[config.mk]
export PLATFORM = sky130hd
export DESIGN_NAME = stopwatch_core_flat
export DESIGN_NICKNAME = d
export VERILOG_FILES = /design/src/rtl/stopwatch_pkg.sv /design/src/rtl/stopwatch_if.sv /design/src/rtl/tick_sync.sv /design/src/rtl/stopwatch_core.sv /design/src/flat_wrapper.sv
export SDC_FILE = /design/constraint.sdc
export NUM_CORES = 1
export LEC_CHECK = 0
export BUFFER_PORTS_ARGS = -buffer_cell sky130_fd_sc_hd__buf_2
export CAP_MARGIN = 15
export CORE_ASPECT_RATIO = 1.25
export CORE_MARGIN = 2
export CORE_UTILIZATION = 49
export CTS_BUF_LIST = sky130_fd_sc_hd__clkbuf_8 sky130_fd_sc_hd__clkbuf_16
export DETAILED_ROUTE_END_ITERATION = 8
export PLACE_DENSITY = 0.71
export SETUP_SLACK_MARGIN = 0.1
export SYNTH_ARGS = -nofsm -noshare
export SYNTH_HDL_FRONTEND = slang
export SYNTH_SLANG_ARGS = --single-unit
export TNS_END_PERCENT = 100
[constraint.sdc]
create_clock -name clk -period 1.55 [get_ports clk]
set_clock_uncertainty 0.05 [all_clocks]
set_input_delay 0.0775 -clock clk [delete_from_list [all_inputs] [get_ports clk]]
set_output_delay 0.0775 -clock clk [all_outputs]
set_load 0.01 [all_outputs]
[src/rtl/stopwatch_pkg.sv]
// Shared types and constants for the mm:ss stopwatch core and its display mux.
package stopwatch_pkg;

    typedef enum logic [1:0] {
        ST_IDLE  = 2'd0,
        ST_RUN   = 2'd1,
        ST_PAUSE = 2'd2
    } sw_state_e;

    typedef logic [3:0] bcd_t;

    localparam logic [3:0] SSD_OFF  = 4'b1111;
    localparam logic [3:0] SSD_DIG0 = 4'b1110;
    localparam logic [3:0] SSD_DIG1 = 4'b1101;
    localparam logic [3:0] SSD_DIG2 = 4'b1011;
    localparam logic [3:0] SSD_DIG3 = 4'b0111;

endpackage

[src/rtl/stopwatch_if.sv]
// Control and display signals between the divider/buttons, the core and the segment decoder.
interface stopwatch_if;
    import stopwatch_pkg::*;

    // Buttons are one-cycle pulses with no backpressure; every core output is registered and valid each cycle.
    logic        clk_1hz;
    logic [1:0]  scan;
    logic        start_stop;
    logic        lap;
    logic        clear;
    logic        running;
    logic        lap_active;
    logic [15:0] time_bcd;
    logic        wrap;
    logic [3:0]  ssd_ctl;
    logic [3:0]  bcd;
    sw_state_e   state_dbg;

    modport master (
        output clk_1hz, scan, start_stop, lap, clear,
        input  running, lap_active, time_bcd, wrap, ssd_ctl, bcd, state_dbg
    );

    modport slave (
        input  clk_1hz, scan, start_stop, lap, clear,
        output running, lap_active, time_bcd, wrap, ssd_ctl, bcd, state_dbg
    );
endinterface

[src/rtl/tick_sync.sv]
// Two-flop synchronizer plus rising-edge detect: one-cycle tick per async_in rising edge.
module tick_sync (
    input  logic clk,
    input  logic rst,
    input  logic async_in,
    output logic tick
);
    logic sync1_q, sync2_q, hist_q;

    always_ff @(posedge clk) begin
        if (rst) begin
            sync1_q <= 1'b0;
            sync2_q <= 1'b0;
            hist_q  <= 1'b0;
        end else begin
            sync1_q <= async_in;
            sync2_q <= sync1_q;
            hist_q  <= sync2_q;
        end
    end

    assign tick = sync2_q & ~hist_q;
endmodule

[src/rtl/stopwatch_core.sv]
// mm:ss BCD stopwatch with start/stop, lap hold and clear, driving a 4-digit multiplexed display.
module stopwatch_core
    import stopwatch_pkg::*;
#(
    parameter int unsigned SEC_TENS_MAX = 5,
    parameter int unsigned MIN_TENS_MAX = 5
) (
    input  logic        clk,
    input  logic        rst,
    stopwatch_if.slave  sw
);
    logic tick;

    tick_sync u_tick_sync (
        .clk      (clk),
        .rst      (rst),
        .async_in (sw.clk_1hz),
        .tick     (tick)
    );

    sw_state_e   state_q, state_d;
    logic [15:0] count_q, count_d;
    logic [15:0] lap_q, lap_d;
    logic        running_q, running_d;
    logic        lap_active_q, lap_active_d;
    logic        wrap_q, wrap_d;
    logic [3:0]  ssd_ctl_q, ssd_ctl_d;
    bcd_t        bcd_q, bcd_d;

    bcd_t        s0, s1, m0, m1;
    bcd_t        n_s0, n_s1, n_m0, n_m1;
    logic        s0_max, s1_max, m0_max, m1_max;
    logic        inc;
    logic [15:0] disp;

    // Ripple-carry BCD increment of the live count.
    always_comb begin
        s0     = count_q[3:0];
        s1     = count_q[7:4];
        m0     = count_q[11:8];
        m1     = count_q[15:12];
        s0_max = (s0 == 4'd9);
        s1_max = (s1 == bcd_t'(SEC_TENS_MAX));
        m0_max = (m0 == 4'd9);
        m1_max = (m1 == bcd_t'(MIN_TENS_MAX));
        n_s0   = s0_max ? 4'd0 : s0 + 4'd1;
        n_s1   = s0;
        n_s1   = s1;
        n_m0   = m0;
        n_m1   = m1;
        if (s0_max) begin
            n_s1 = s1_max ? 4'd0 : s1 + 4'd1;
        end
        if (s0_max && s1_max) begin
            n_m0 = m0_max ? 4'd0 : m0 + 4'd1;
        end
        if (s0_max && s1_max && m0_max) begin
            n_m1 = m1_max ? 4'd0 : m1 + 4'd1;
        end
    end

    always_comb begin
        state_d      = state_q;
        count_d      = count_q;
        lap_d        = lap_q;
        lap_active_d = lap_active_q;
        wrap_d       = 1'b0;
        inc          = (state_q == ST_RUN) && tick;

        if (inc) begin
            count_d = {n_m1, n_m0, n_s1, n_s0};
            wrap_d  = s0_max && s1_max && m0_max && m1_max;
        end

        if (sw.start_stop) begin
            case (state_q)
                ST_IDLE:  state_d = ST_RUN;
                ST_RUN:   state_d = ST_PAUSE;
                ST_PAUSE: state_d = ST_RUN;
                default:  state_d = ST_IDLE;
            endcase
        end

        // Lap register captures the count as it stood before this cycle's increment.
        if (sw.lap && (state_q != ST_IDLE)) begin
            lap_active_d = ~lap_active_q;
            if (!lap_active_q) begin
                lap_d = count_q;
            end
        end

        if (sw.clear) begin
            state_d      = ST_IDLE;
            count_d      = '0;
            lap_d        = '0;
            lap_active_d = 1'b0;
            wrap_d       = 1'b0;
        end

        running_d = (state_d == ST_RUN);
    end

    always_comb begin
        disp      = lap_active_q ? lap_q : count_q;
        ssd_ctl_d = SSD_DIG0;
        bcd_d     = disp[3:0];
        case (sw.scan)
            2'd0: begin ssd_ctl_d = SSD_DIG0; bcd_d = disp[3:0];   end
            2'd1: begin ssd_ctl_d = SSD_DIG1; bcd_d = disp[7:4];   end
            2'd2: begin ssd_ctl_d = SSD_DIG2; bcd_d = disp[11:8];  end
            2'd3: begin ssd_ctl_d = SSD_DIG3; bcd_d = disp[15:12]; end
            default: begin ssd_ctl_d = SSD_OFF; bcd_d = 4'h0; end
        endcase
    end

    always_ff @(posedge clk) begin
        if (rst) begin
            state_q      <= ST_IDLE;
            count_q      <= '0;
            lap_q        <= '0;
            running_q    <= 1'b0;
            lap_active_q <= 1'b0;
            wrap_q       <= 1'b0;
            ssd_ctl_q    <= SSD_OFF;
            bcd_q        <= 4'h0;
        end else begin
            state_q      <= state_d;
            count_q      <= count_d;
            lap_q        <= lap_d;
            running_q    <= running_d;
            lap_active_q <= lap_active_d;
            wrap_q       <= wrap_d;
            ssd_ctl_q    <= ssd_ctl_d;
            bcd_q        <= bcd_d;
        end
    end

    assign sw.running    = running_q;
    assign sw.lap_active = lap_active_q;
    assign sw.time_bcd   = count_q;
    assign sw.wrap       = wrap_q;
    assign sw.ssd_ctl    = ssd_ctl_q;
    assign sw.bcd        = bcd_q;
    assign sw.state_dbg  = state_q;
endmodule

[src/flat_wrapper.sv]
// flat-port wrapper written by rule: the top's interface ports become plain ports
module stopwatch_core_flat import stopwatch_pkg::*;
#(
    parameter int unsigned SEC_TENS_MAX = 5,
    parameter int unsigned MIN_TENS_MAX = 5
)
  (clk, rst, sw_clk_1hz, sw_scan, sw_start_stop, sw_lap, sw_clear, sw_running, sw_lap_active, sw_time_bcd, sw_wrap, sw_ssd_ctl, sw_bcd, sw_state_dbg);
  stopwatch_if sw_i ();
  input  logic clk;
  input  logic rst;
  input wire logic [$bits(sw_i.clk_1hz)-1:0] sw_clk_1hz;
  input wire logic [$bits(sw_i.scan)-1:0] sw_scan;
  input wire logic [$bits(sw_i.start_stop)-1:0] sw_start_stop;
  input wire logic [$bits(sw_i.lap)-1:0] sw_lap;
  input wire logic [$bits(sw_i.clear)-1:0] sw_clear;
  output wire logic [$bits(sw_i.running)-1:0] sw_running;
  output wire logic [$bits(sw_i.lap_active)-1:0] sw_lap_active;
  output wire logic [$bits(sw_i.time_bcd)-1:0] sw_time_bcd;
  output wire logic [$bits(sw_i.wrap)-1:0] sw_wrap;
  output wire logic [$bits(sw_i.ssd_ctl)-1:0] sw_ssd_ctl;
  output wire logic [$bits(sw_i.bcd)-1:0] sw_bcd;
  output wire logic [$bits(sw_i.state_dbg)-1:0] sw_state_dbg;
  assign sw_i.clk_1hz = sw_clk_1hz;
  assign sw_i.scan = sw_scan;
  assign sw_i.start_stop = sw_start_stop;
  assign sw_i.lap = sw_lap;
  assign sw_i.clear = sw_clear;
  assign sw_running = sw_i.running;
  assign sw_lap_active = sw_i.lap_active;
  assign sw_time_bcd = sw_i.time_bcd;
  assign sw_wrap = sw_i.wrap;
  assign sw_ssd_ctl = sw_i.ssd_ctl;
  assign sw_bcd = sw_i.bcd;
  assign sw_state_dbg = sw_i.state_dbg;
  stopwatch_core #(.SEC_TENS_MAX(SEC_TENS_MAX), .MIN_TENS_MAX(MIN_TENS_MAX)) u_core (.clk(clk), .rst(rst), .sw(sw_i));
endmodule
* Yosys cells after proc, flatten, opt, wreduce, memory -nomap -nowiden
Cells that the tools add are included.
** Cells by class
- Bitwise gates (word level) :: 4
- $add $sub $neg :: 4
- Multiplexer cells :: 10
- Eq/ne operators :: 10
- Reduce and logical (&&, ||, !) cells :: 14
** Operators by type and width (count)
- one-hot mux 4 bit (4 select lines) :: 2
- adder 4 x 1 -> 4 bit, second input constant :: 4
- 2-to-1 mux 16 bit :: 1
- 2-to-1 mux 4 bit :: 4
- equality test 4 x 3 -> 1 bit, second input constant :: 2
- equality test 4 bit, second input constant :: 2
- equality test 2 x 1 -> 1 bit, second input constant :: 3
- equality test 2 bit, second input constant :: 3
- AND reduction 2 bit :: 3
- logical AND 1 bit :: 5
- zero test 2 bit :: 2
- 2-to-1 mux 2 bit :: 2
- one-hot mux 2 bit (2 select lines) :: 1
- OR reduction 2 bit :: 2
- NOT 1 bit :: 3
- OR reduction 3 bit :: 1
- nonzero test 2 bit :: 1
- AND 1 bit :: 1
** Storage, ports and cells
- Output and inout port bits :: 29
- Word-level logic and storage cells :: 56
- Register bits after elaboration :: 48

* Longest topological paths before layout
Gate-level depths: netlist of run 1.
- Word-level depth :: 6
- Gate-level depth with buffers :: 5
- Depth with buffers taken out :: 4

* Hierarchy
From an unflattened synthesis of run 1, not the netlist that was laid out.
** Second synthesis, totals
- Cell total of the unflattened synthesis :: 223
- Area, all modules :: 2097.0 um^2
** Modules (own cells, without submodules)
- stopwatch_core :: times used 1, sequential area each 900.9 um^2, area an instance 2009.4 um^2, cells an instance 216
- tick_sync :: times used 1, sequential area each 60.1 um^2, area an instance 87.6 um^2, cells an instance 7

* Worst setup path before layout of run 1
No wires, ideal clock.
- Path kind :: register to register
- Start :: register u_core.count_q[1], in the netlist u_core.sw.time_bcd[1]
- End :: register u_core.count_q[15], in the netlist u_core.sw.time_bcd[15]
- Arrival :: 1.518 ns
- Buffers on the path :: 1
- Slack :: -0.087 ns
- Cell stages (with the launch flop) :: 6
- Library setup time :: 0.070 ns
- Path through :: dfxtp_1 buf_6 and4bb_4 nand3_4 or4_1 a21oi_1
** On the way
- Longest elaborated chain between the ends :: 4
** Ends and longest elaborated chain
- start, declared :: RTL line stopwatch_core.sv:22 : logic [15:0] count_q, count_d;
- start signal, assigned :: RTL line stopwatch_core.sv:128 : count_q <= count_d;
- equality test 4 bit :: RTL line stopwatch_core.sv:42 : s0_max = (s0 == 4'd9);
- logical AND 1 bit (2 in series) :: RTL line stopwatch_core.sv:57 : if (s0_max && s1_max && m0_max) begin
- AND reduction 2 bit (no line)
No other way between the ends.
A chain may end at the register's enable or synchronous reset.

* Final worst setup path of run 1
- Start :: register u_core.u_tick_sync.hist_q
- End :: register u_core.count_q[15], in the netlist u_core.sw.time_bcd[15]
** On the way
- Longest elaborated chain between the ends :: 4
** Ends and longest elaborated chain
- start, declared :: RTL line tick_sync.sv:8 : logic sync1_q, sync2_q, hist_q;
- start signal, assigned :: RTL line tick_sync.sv:18 : hist_q <= sync2_q;
- NOT 1 bit :: RTL line tick_sync.sv:22 : assign tick = sync2_q & ~hist_q;
- AND 1 bit :: RTL line tick_sync.sv:22
- logical AND 1 bit :: RTL line stopwatch_core.sv:68 : inc = (state_q == ST_RUN) && tick;
- AND reduction 2 bit (no line)
No other way between the ends.

==> results of run 1 <==
metrics by stage:
stage                     instances  power, mW  hold slack (ns)  cell area (µm²)
final                           337       2.10           0.0205             2660
after global routing            337       2.17           0.0485             2660
after CTS                       336       2.11           0.0183             2630
after detailed placement        322       1.37            0.250             2450
after global placement          322       1.37            0.249             2450
after floorplan                 226       1.34            0.138             2150
logic make-up (layout without fill, tap and decap cells):
kind of cell              after synthesis  after routing
and+or+nand+nor                        84             84
AOI/OAI and AO/OA                      54             54
DFF                                    48             48
buffers and inverters                  19             74
muxes                                  15             15
xor gates and xnor gates                6              6
routing by layer:
| layer | part of all wire | vias to the layer above |
|---|---|---|
| li1 | - | 906 |
| met3 | 0.044 | 7 |
| met1 | 0.45 | 848 |
| met2 | 0.50 | 49 |
| met5 | 0 | - |
| met4 | 0.015 | 0 |
worst max path at each step:
stage                                                endpoint                                  from  slack (ns)  cells after the start
final                     u_core.sw.time_bcd[15]$_SDFFE_PP0P_  u_core.u_tick_sync.hist_q$_SDFF_PP0_       0.008                      5
after global routing      u_core.sw.time_bcd[12]$_SDFFE_PP0P_  u_core.u_tick_sync.hist_q$_SDFF_PP0_       -0.08                      4
after CTS                  u_core.sw.time_bcd[9]$_SDFFE_PP0P_    u_core.sw.time_bcd[2]$_SDFFE_PP0P_       0.004                      4
after detailed placement  u_core.sw.time_bcd[12]$_SDFFE_PP0P_    u_core.sw.time_bcd[1]$_SDFFE_PP0P_        0.02                      4
after global placement    u_core.sw.time_bcd[10]$_SDFFE_PP0P_    u_core.sw.time_bcd[1]$_SDFFE_PP0P_        0.06                      4
after floorplan           u_core.sw.time_bcd[15]$_SDFFE_PP0P_    u_core.sw.time_bcd[5]$_SDFFE_PP0P_       -0.03                      5
final cells by class:
type / instances / area [µm²] / share of cell area
clock buffers: 6 / 82.6 / 0.0311
clock inverters: 2 / 7.51 / 0.00283
inverters: 3 / 11.3 / 0.00424
multi-input cells: 159 / 1080 / 0.409
flip-flops and latches: 48 / 966 / 0.364
well taps: 56 / 70.1 / 0.0264
repair buffers: 63 / 433 / 0.163
timing repair:
| item | in CTS | in global routing |
|---|---|---|
| setup buffers | 4 | 1 |
| hold endpoints to repair | 2 | 0 |
| gates resized for setup | 5 | 5 |
| pin swaps | 5 | 8 |
| setup endpoints to repair | 21 | 29 |
| hold buffers | 2 | 0 |
report_power, final:
part / internal [mW] / switching (mW)
sequential: 1.24 / 0.00361
clock: 0.351 / 0.400
combinational: 0.0447 / 0.0607
total: 1.64 / 0.465
critical path, delay by kind of cell (launching register included):
| kind | cells | cell delay (ns) |
|---|---|---|
| compound gates | 1 | 0.12 |
| buf+inv | 1 | 0.12 |
| flops | 1 | 0.32 |
| simple gates | 3 | 0.87 |
sequential cells by signal (all words and copies together), names as in the netlist, 2 cells and up:
signal and cells:
u_core.lap_q 16, u_core.sw.bcd 4, u_core.sw.state_dbg 2, u_core.sw.ssd_ctl 4, u_core.sw.time_bcd 16
layout by cell type (no fill, tap or decap), types with 2 or more instances in the layout:
| cell type | Yosys | final |
|---|---|---|
| nand4b_1 | 2 | 2 |
| nand4_1 | 3 | 3 |
| mux4_2 | 7 | 7 |
| buf_4 | 0 | 20 |
| buf_12 | 0 | 3 |
| dlygate4sd3_1 | 0 | 2 |
| clkbuf_8 | 2 | 6 |
| nand3_1 | 4 | 3 |
| a31oi_1 | 2 | 2 |
| o21ai_0 | 23 | 23 |
| and4bb_4 | 1 | 2 |
| xnor2_1 | 2 | 2 |
| dfxtp_2 | 0 | 4 |
| buf_2 | 1 | 36 |
| xor2_1 | 4 | 4 |
| a21oi_2 | 0 | 2 |
| nand2b_1 | 2 | 2 |
| nor3b_1 | 3 | 2 |
| and3_1 | 2 | 2 |
| mux2i_1 | 6 | 6 |
| nand2_1 | 29 | 28 |
| inv_1 | 3 | 5 |
| a21oi_1 | 26 | 24 |
| nor2_1 | 16 | 15 |
| or3_1 | 4 | 4 |
| buf_6 | 3 | 2 |
| dfxtp_1 | 48 | 44 |
| nor2b_1 | 6 | 6 |
==> reports/metrics.yaml, run 1 <==
vias: 1810
grt_max_degree: 20
cts_tree: "built"
clk_transition_reported_paths_ns: 0.08
preCtsSetupSlack_ns: 0.0194
viasPerCell: 5.37
path_cells: "and4bb_4 > buf_12 > nand3_4 > or4_1 > a21oi_1"
n_fill_cell: 354
total_leakage_power_nw: 1.03
synth_mux_area_frac: 0.120
cp.arrival_ns: 1.73
root_buffer: "clkbuf_8"
netlist_instances: 226
detailed_place_hpwl_um: 3220
top_usage_layer: "met2"
fp.dieH_um: 77.7
clk_latency_ns: 0.30
yosys_warnings: 0
tightest_slew_ns: 0.445
start_util: 0.515
synth_fp_nets: 234
path_max_fanout: 6
min_from: "rst"
worstHoldPathCells: 2
cp.required_ns: 1.74
synth_commonest_cells: "dfxtp_1, nand2_1, a21oi_1"
synth_cell_types: 41
synthTopCellsByArea: "dfxtp_1, mux4_2, a21oi_1"
synth_fa_ha_area_frac: 0
ys_ff_latch: 48
fin_crit_sh: 0.995
layout.nets: 288
setup_slack_ns: 0.00771
grt_first_pass_wirelength_um: 8270
ys_async_sr_fraction: 0
cts_buffers: 5
p_per_area_nw_per_um2: 792
synth_top_family_by_area: "simple AND/OR/NAND/NOR gates"
synthXorXnorAreaFrac: 0.0247
gp_congestion: 0.794
holdPathEnd: "u_core.u_tick_sync.hist_q$_SDFF_PP0_"
drive_gt1_frac: 0.335
fp-row-count: 26
wl_per_cell_um: 14.4
reg2reg_depth: 5
drv_slew: 0
synth-simple-area-share: 0.218
yosysTopAreaCell: "dfxtp_1"
cpPeakStageDelay_ns: 0.40
synth_compound_area_frac: 0.131
htree_levels: 2
port_buffers: 36
reg2reg_slack_ns: 0.008
design.core.area_um2: 4130
drt.antenna.violating_nets: 0
io_pins: 37
seq_area_frac_synth: 0.452
finish.utilization: 0.643
min_period_ns: 1.54
dr.pass1.iters: 4
grt_pass1_vias: 1766
avgSynthCellArea_um2: 9.41
setup_viol: 0
status: "finished, final reports clean"
clock-sinks: 48
grt_usage: 0.214
grt.met3_usage: 0.0522
reg2reg_from: "u_core.u_tick_sync.hist_q$_SDFF_PP0_"
peakVddDrop_mv: 0.501
drtIter0Drc: 99
finalHoldViolCount: 0
grt_setup_unrepaired: "yes"
grt-ovfl-total: 0
setup.worst_path.end_class: "flop"
synth_top_area_share: 0.452
use_met1: 0.259
worstSetupStartpointType: "flop"
synthMostInstantiatedCell: "dfxtp_1"
reg2reg_to: "u_core.sw.time_bcd[15]$_SDFFE_PP0P_"
netlist_area_um2: 2130
dieWidth_um: 62.9
cts_buffer_depth: 2
fp.dieArea_um2: 4890
cap_violations: 0
area_growth_syn_to_layout_pct: 24.8
slowest_stage: "or4_1"
ys.flop_type: "dfxtp_1"
critical_path_class: "reg -> reg"
setup_tns_ns: 0
post-route-drc-count: 0
fmax_ghz: 0.648
grt_util_met2: 0.367
synth-edff-count: 0
routed_wirelength_um: 4870
antenna_found_initial: 0
diodes: 0
min_path_type: "in -> reg"
maxSlewHeadroom: 0.703
Power figures use the tool's default switching activity.
==> run 2, diff against run 1 <==
--- a/config.mk
+++ b/config.mk
@@ -7,12 +7,14 @@
 export LEC_CHECK = 0
 export BUFFER_PORTS_ARGS = -buffer_cell sky130_fd_sc_hd__buf_2
 export CAP_MARGIN = 15
+export CELL_PAD_IN_SITES_DETAIL_PLACEMENT = 1
+export CELL_PAD_IN_SITES_GLOBAL_PLACEMENT = 1
 export CORE_ASPECT_RATIO = 1.25
 export CORE_MARGIN = 2
-export CORE_UTILIZATION = 49
+export CORE_UTILIZATION = 38
 export CTS_BUF_LIST = sky130_fd_sc_hd__clkbuf_8 sky130_fd_sc_hd__clkbuf_16
 export DETAILED_ROUTE_END_ITERATION = 8
-export PLACE_DENSITY = 0.71
+export PLACE_DENSITY = 0.83
 export SETUP_SLACK_MARGIN = 0.1
 export SYNTH_ARGS = -nofsm -noshare
 export SYNTH_HDL_FRONTEND = slang
==> reports/metrics.yaml, run 2 (synthesized netlist as in run 1, its figures left out) <==
drtIter0Drc: 78
antenna_found_initial: 0
final_cell_mix: "dfxtp_1, buf_2, nand2_1"
min_path_type: "in -> reg"
cts_buffers: 5
cp.arrival_ns: 1.76
n_fill_cell: 653
fmax_ghz: 0.639
port_buffers: 36
comb_power_share: 0.048
fp.dieH_um: 87.6
whs_ns: 0.0236
peakVddDrop_mv: 0.293
swShare: 0.227
final_common_cell: "dfxtp_1"
clk_transition_reported_paths_ns: 0.09
worst-path-buf-inv: 0
dieWidth_um: 70.9
clock-sinks: 48
worstHoldPathCells: 2
violations: "setup timing"
p_sw_mw: 0.480
cp_top_family: "simple AND/OR/NAND/NOR gates"
vias: 1932
grt_first_pass_wirelength_um: 9330
pwr-share-seq: 0.590
wl_met1_um: 2450
fp-row-count: 30
multi_input_area_um2: 1070
finalHoldViolCount: 0
clk_latency_ns: 0.30
grt_setup_unrepaired: "yes"
maxSlewHeadroom: 0.731
worstSetupStartpointType: "flop"
routed_wirelength_um: 5810
setup_viol: 2
grt_max_degree: 29
layout.nets: 289
fp.dieArea_um2: 6220
cp.required_ns: 1.74
power.internal_mw: 1.64
setup_slack_ns: -0.0161
cts_tree: "built"
cts_buffer_depth: 2
post-route-drc-count: 0
wl_per_cell_um: 16.8
diodes: 0
dr.pass1.iters: 4
routed.top_layer: "met4"
reg2reg_slack_ns: -0.02
reg2reg_from: "u_core.sw.time_bcd[5]$_SDFFE_PP0P_"
holdPathEnd: "u_core.sw.bcd[2]$_SDFF_PP0_"
detailed_place_hpwl_um: 4010
grt-ovfl-total: 0
htree_levels: 2
drive_gt1_frac: 0.340
cpPeakStageDelay_ns: 0.43
min_from: "rst"
drt.antenna.violating_nets: 0
fin_crit_sh: 1.01
root_buffer: "clkbuf_8"
gp_congestion: 0.766
drv_slew: 0
total_leakage_power_nw: 1.03
setup_tns_ns: -0.0193
slowest_stage: "or3_1"
path_cells: "and4bb_2 > nand4_1 > or3_1 > a21oi_2"
regArea_um2: 970
io_pins: 37
reg2reg_to: "u_core.sw.time_bcd[12]$_SDFFE_PP0P_"
critical_path_class: "reg -> reg"
path_max_fanout: 6
dr_wl_met2_um: 3080
grt_usage: 0.190
tightest_slew_ns: 0.403
grt_pass1_vias: 1951
design.core.area_um2: 5410
reg2reg_depth: 4
power.clock.fraction: 0.362
p_per_area_nw_per_um2: 799
setup.worst_path.end_class: "flop"
area_growth_syn_to_layout_pct: 24.4
met3_length_um: 148
cap_violations: 0
start_util: 0.394
viasPerCell: 5.58
min_period_ns: 1.57
status: "finished with violations"
run 2: cell types whose count changed in the layout (fill, tap and decap cells not counted), moves of 2 or more:
cell,before,now
buf_4,20,24
dfxtp_2,4,7
buf_6,2,0
dfxtp_1,44,41
run 2: what timing repair did:
item / 4_1_cts / 5_1_grt
hold endpoints to repair: 2 / 0
gates resized for setup: 5 / 3
hold buffers: 2 / 0
buffers inserted: 5 / 1
pin swaps: 4 / 6
endpoints found under the setup margin: 22 / 10
run 2: how the worst max path moves through the flow:
| stage | from | to | slack, ns | cells past startpoint |
|---|---|---|---|---|
| 6_report | u_core.sw.time_bcd[5]$_SDFFE_PP0P_ | u_core.sw.time_bcd[12]$_SDFFE_PP0P_ | -0.02 | 4 |
| 5_1_grt | u_core.sw.time_bcd[7]$_SDFFE_PP0P_ | u_core.sw.time_bcd[9]$_SDFFE_PP0P_ | -0.10 | 4 |
| 4_1_cts | u_core.sw.time_bcd[5]$_SDFFE_PP0P_ | u_core.sw.time_bcd[9]$_SDFFE_PP0P_ | -0.006 | 4 |
| 3_5_place_dp | u_core.sw.time_bcd[1]$_SDFFE_PP0P_ | u_core.sw.time_bcd[9]$_SDFFE_PP0P_ | -0.03 | 4 |
| 3_3_place_gp | u_core.sw.time_bcd[1]$_SDFFE_PP0P_ | u_core.sw.time_bcd[9]$_SDFFE_PP0P_ | 0.09 | 4 |
| 2_1_floorplan | u_core.sw.time_bcd[5]$_SDFFE_PP0P_ | u_core.sw.time_bcd[15]$_SDFFE_PP0P_ | -0.03 | 5 |
run 2: cell type report:
cell class,instances,area share
Tap cell,64,0.0303
Sequential cell,48,0.366
Inverter,3,0.00426
Clock inverter,2,0.00284
Timing Repair Buffer,64,0.159
Multi-Input combinational cell,159,0.406
Clock buffer,6,0.0312
run 2: per-layer routing:
metal / up-vias / global-route usage
met5: - / 0
met4: 0 / 0.0703
met3: 14 / 0.0299
met2: 40 / 0.359
met1: 975 / 0.215
li1: 903 / -
run 2: per-stage QoR:
step	area [µm²]	instances	power, mW	util	worst slack (ns)
finish	2650	346	2.11	0.490	-0.0161
floorplan	2150	226	1.34	-	-0.0292
global placement	2460	330	1.37	0.455	0.0857
CTS	2630	345	2.13	0.487	-0.00550
global route	2650	346	2.19	0.490	-0.104
detailed placement	2460	330	1.37	0.455	-0.0275
run 2: power groups by stage:
stage / logic, mW / registers, mW / clock network, mW
finish: 0.102 / 1.25 / 0.766
global route: 0.112 / 1.25 / 0.827
CTS: 0.103 / 1.25 / 0.778
detailed placement: 0.0975 / 1.28 / 0
global placement: 0.0954 / 1.28 / 0
floorplan: 0.0616 / 1.28 / 0
==> run 3, diff against run 2 <==
--- a/config.mk
+++ b/config.mk
@@ -14,7 +14,7 @@
 export CORE_UTILIZATION = 38
 export CTS_BUF_LIST = sky130_fd_sc_hd__clkbuf_8 sky130_fd_sc_hd__clkbuf_16
 export DETAILED_ROUTE_END_ITERATION = 8
-export PLACE_DENSITY = 0.83
+export PLACE_DENSITY = 0.8
 export SETUP_SLACK_MARGIN = 0.1
 export SYNTH_ARGS = -nofsm -noshare
 export SYNTH_HDL_FRONTEND = slang
==> constraint.sdc (replaced) <==
create_clock -name clk -period 1.85 [get_ports clk]
set_clock_uncertainty 0.05 [all_clocks]
set_input_delay 0.0925 -clock clk [delete_from_list [all_inputs] [get_ports clk]]
set_output_delay 0.0925 -clock clk [all_outputs]
set_load 0.01 [all_outputs]
==> reports/metrics.yaml, run 3 (synthesized netlist as in run 1, its figures left out) <==
status: "finished, final reports clean"
setup.worst_path.end_class: "flop"
final_common_cell: "dfxtp_1"
fmax_ghz: 0.606
clk_transition_reported_paths_ns: 0.08
area_growth_syn_to_layout_pct: 17.9
layout.nets: 277
final_cells: 333
cts_tree: "built"
fin_crit_sh: 0.891
io_pins: 37
detailed_place_hpwl_um: 3910
reg2reg_slack_ns: 0.20
setup_tns_ns: 0
n_fill_cell: 668
final_cell_mix: "dfxtp_1, buf_2, nand2_1"
port_buffers: 36
htree_levels: 2
clk_latency_ns: 0.31
reg2reg_to: "u_core.sw.time_bcd[9]$_SDFFE_PP0P_"
p_sw_mw: 0.402
reg2reg_from: "u_core.sw.state_dbg[1]$_SDFF_PP0_"
drv_slew: 0
min_from: "sw_scan[1]"
fp.dieArea_um2: 6220
critical_path_class: "reg -> reg"
vias: 1816
worstSetupStartpointType: "flop"
power.clock.fraction: 0.376
drtIter0Drc: 115
cp.required_ns: 2.03
clock-sinks: 48
p_per_area_nw_per_um2: 722
cts_buffer_depth: 2
post-route-drc-count: 0
total_leakage_power_nw: 0.952
setup_viol: 0
min_path_type: "in -> reg"
worstHoldPathCells: 2
dr.pass1.iters: 4
power.internal_mw: 1.41
swShare: 0.222
fp.dieH_um: 87.6
fp-row-count: 30
grt_pass1_vias: 1828
comb_power_share: 0.047
pwr-share-seq: 0.577
dieWidth_um: 70.9
grt_max_degree: 25
antenna_found_initial: 0
cp.arrival_ns: 1.83
cap_violations: 0
viasPerCell: 5.45
design.core.area_um2: 5410
diodes: 0
wl_per_cell_um: 16.9
grt_first_pass_wirelength_um: 9060
finalHoldViolCount: 0
dp_cells: 325
gp_congestion: 0.782
cts_setup_buffers: 0
peakVddDrop_mv: 0.294
path_max_fanout: 6
tightest_slew_ns: 0.525
holdPathEnd: "u_core.sw.ssd_ctl[2]$_SDFF_PP1_"
min_period_ns: 1.65
drive_gt1_frac: 0.283
cts_buffers: 5
reg2reg_depth: 4
grt_usage: 0.191
grt_setup_unrepaired: "no"
grt-ovfl-total: 0
root_buffer: "clkbuf_8"
start_util: 0.394
maxSlewHeadroom: 0.650
routed_wirelength_um: 5620
drt.antenna.violating_nets: 0
[run 3: worst max-delay path by stage]
stage	from	endpoint	slack, ns	depth (start not counted)
floorplan	u_core.sw.time_bcd[1]$_SDFFE_PP0P_	u_core.sw.time_bcd[15]$_SDFFE_PP0P_	0.21	5
global placement	u_core.sw.state_dbg[0]$_SDFF_PP0_	u_core.sw.time_bcd[15]$_SDFFE_PP0P_	0.27	4
detailed placement	u_core.sw.state_dbg[0]$_SDFF_PP0_	u_core.sw.time_bcd[15]$_SDFFE_PP0P_	0.22	4
CTS	u_core.sw.state_dbg[0]$_SDFF_PP0_	u_core.sw.time_bcd[15]$_SDFFE_PP0P_	0.18	4
global route	u_core.sw.time_bcd[8]$_SDFFE_PP0P_	u_core.sw.time_bcd[9]$_SDFFE_PP0P_	0.09	4
finish	u_core.sw.state_dbg[1]$_SDFF_PP0_	u_core.sw.time_bcd[9]$_SDFFE_PP0P_	0.20	4
[run 3: critical path, cell delays in order (launching register included)]
cell	delay (ns)
dfxtp_1	0.35
and4bb_2	0.38
nand4_1	0.23
or3_1	0.39
a21oi_1	0.17
[run 3: area by class of cell]
class                           count  area [µm²]  area share
Clock buffer                        7        96.3      0.0384
Multi-Input combinational cell    159        1050       0.421
Tap cell                           64        80.1      0.0319
Timing Repair Buffer               52         303       0.121
Sequential cell                    48         962       0.384
Inverter                            3        11.3     0.00449
[run 3: through the flow]
stage | hold WS, ns | utilization | total power [mW] | area (µm²) | setup slack (ns)
finish | 0.0207 | 0.464 | 1.81 | 2510 | 0.201
global route | 0.0264 | 0.464 | 1.87 | 2510 | 0.0879
CTS | 0.0252 | 0.463 | 1.83 | 2500 | 0.176
detailed placement | 0.274 | 0.443 | 1.15 | 2390 | 0.217
global placement | 0.260 | 0.443 | 1.15 | 2390 | 0.272
floorplan | 0.153 | - | 1.12 | 2130 | 0.213
[run 3: repair_timing]
item	4_1_cts	5_1_grt
hold buffers	1	0
setup endpoints to repair	0	1
endpoints found under the hold margin	1	0
resized for setup	0	2
[run 3: power groups by stage]
| stage | Sequential [mW] | Clock, mW | Combinational (mW) |
|---|---|---|---|
| 6_report | 1.04 | 0.680 | 0.0849 |
| 5_1_grt | 1.05 | 0.731 | 0.0937 |
| 4_1_cts | 1.04 | 0.703 | 0.0869 |
| 3_5_place_dp | 1.07 | 0 | 0.0847 |
| 3_3_place_gp | 1.07 | 0 | 0.0832 |
| 2_1_floorplan | 1.07 | 0 | 0.0511 |
[run 3: per-layer routing]
layer  global-route usage  share of wire
met5                    0              0
met4               0.0772          0.025
met2                0.329           0.51
met3               0.0518          0.047
met1                0.225           0.42
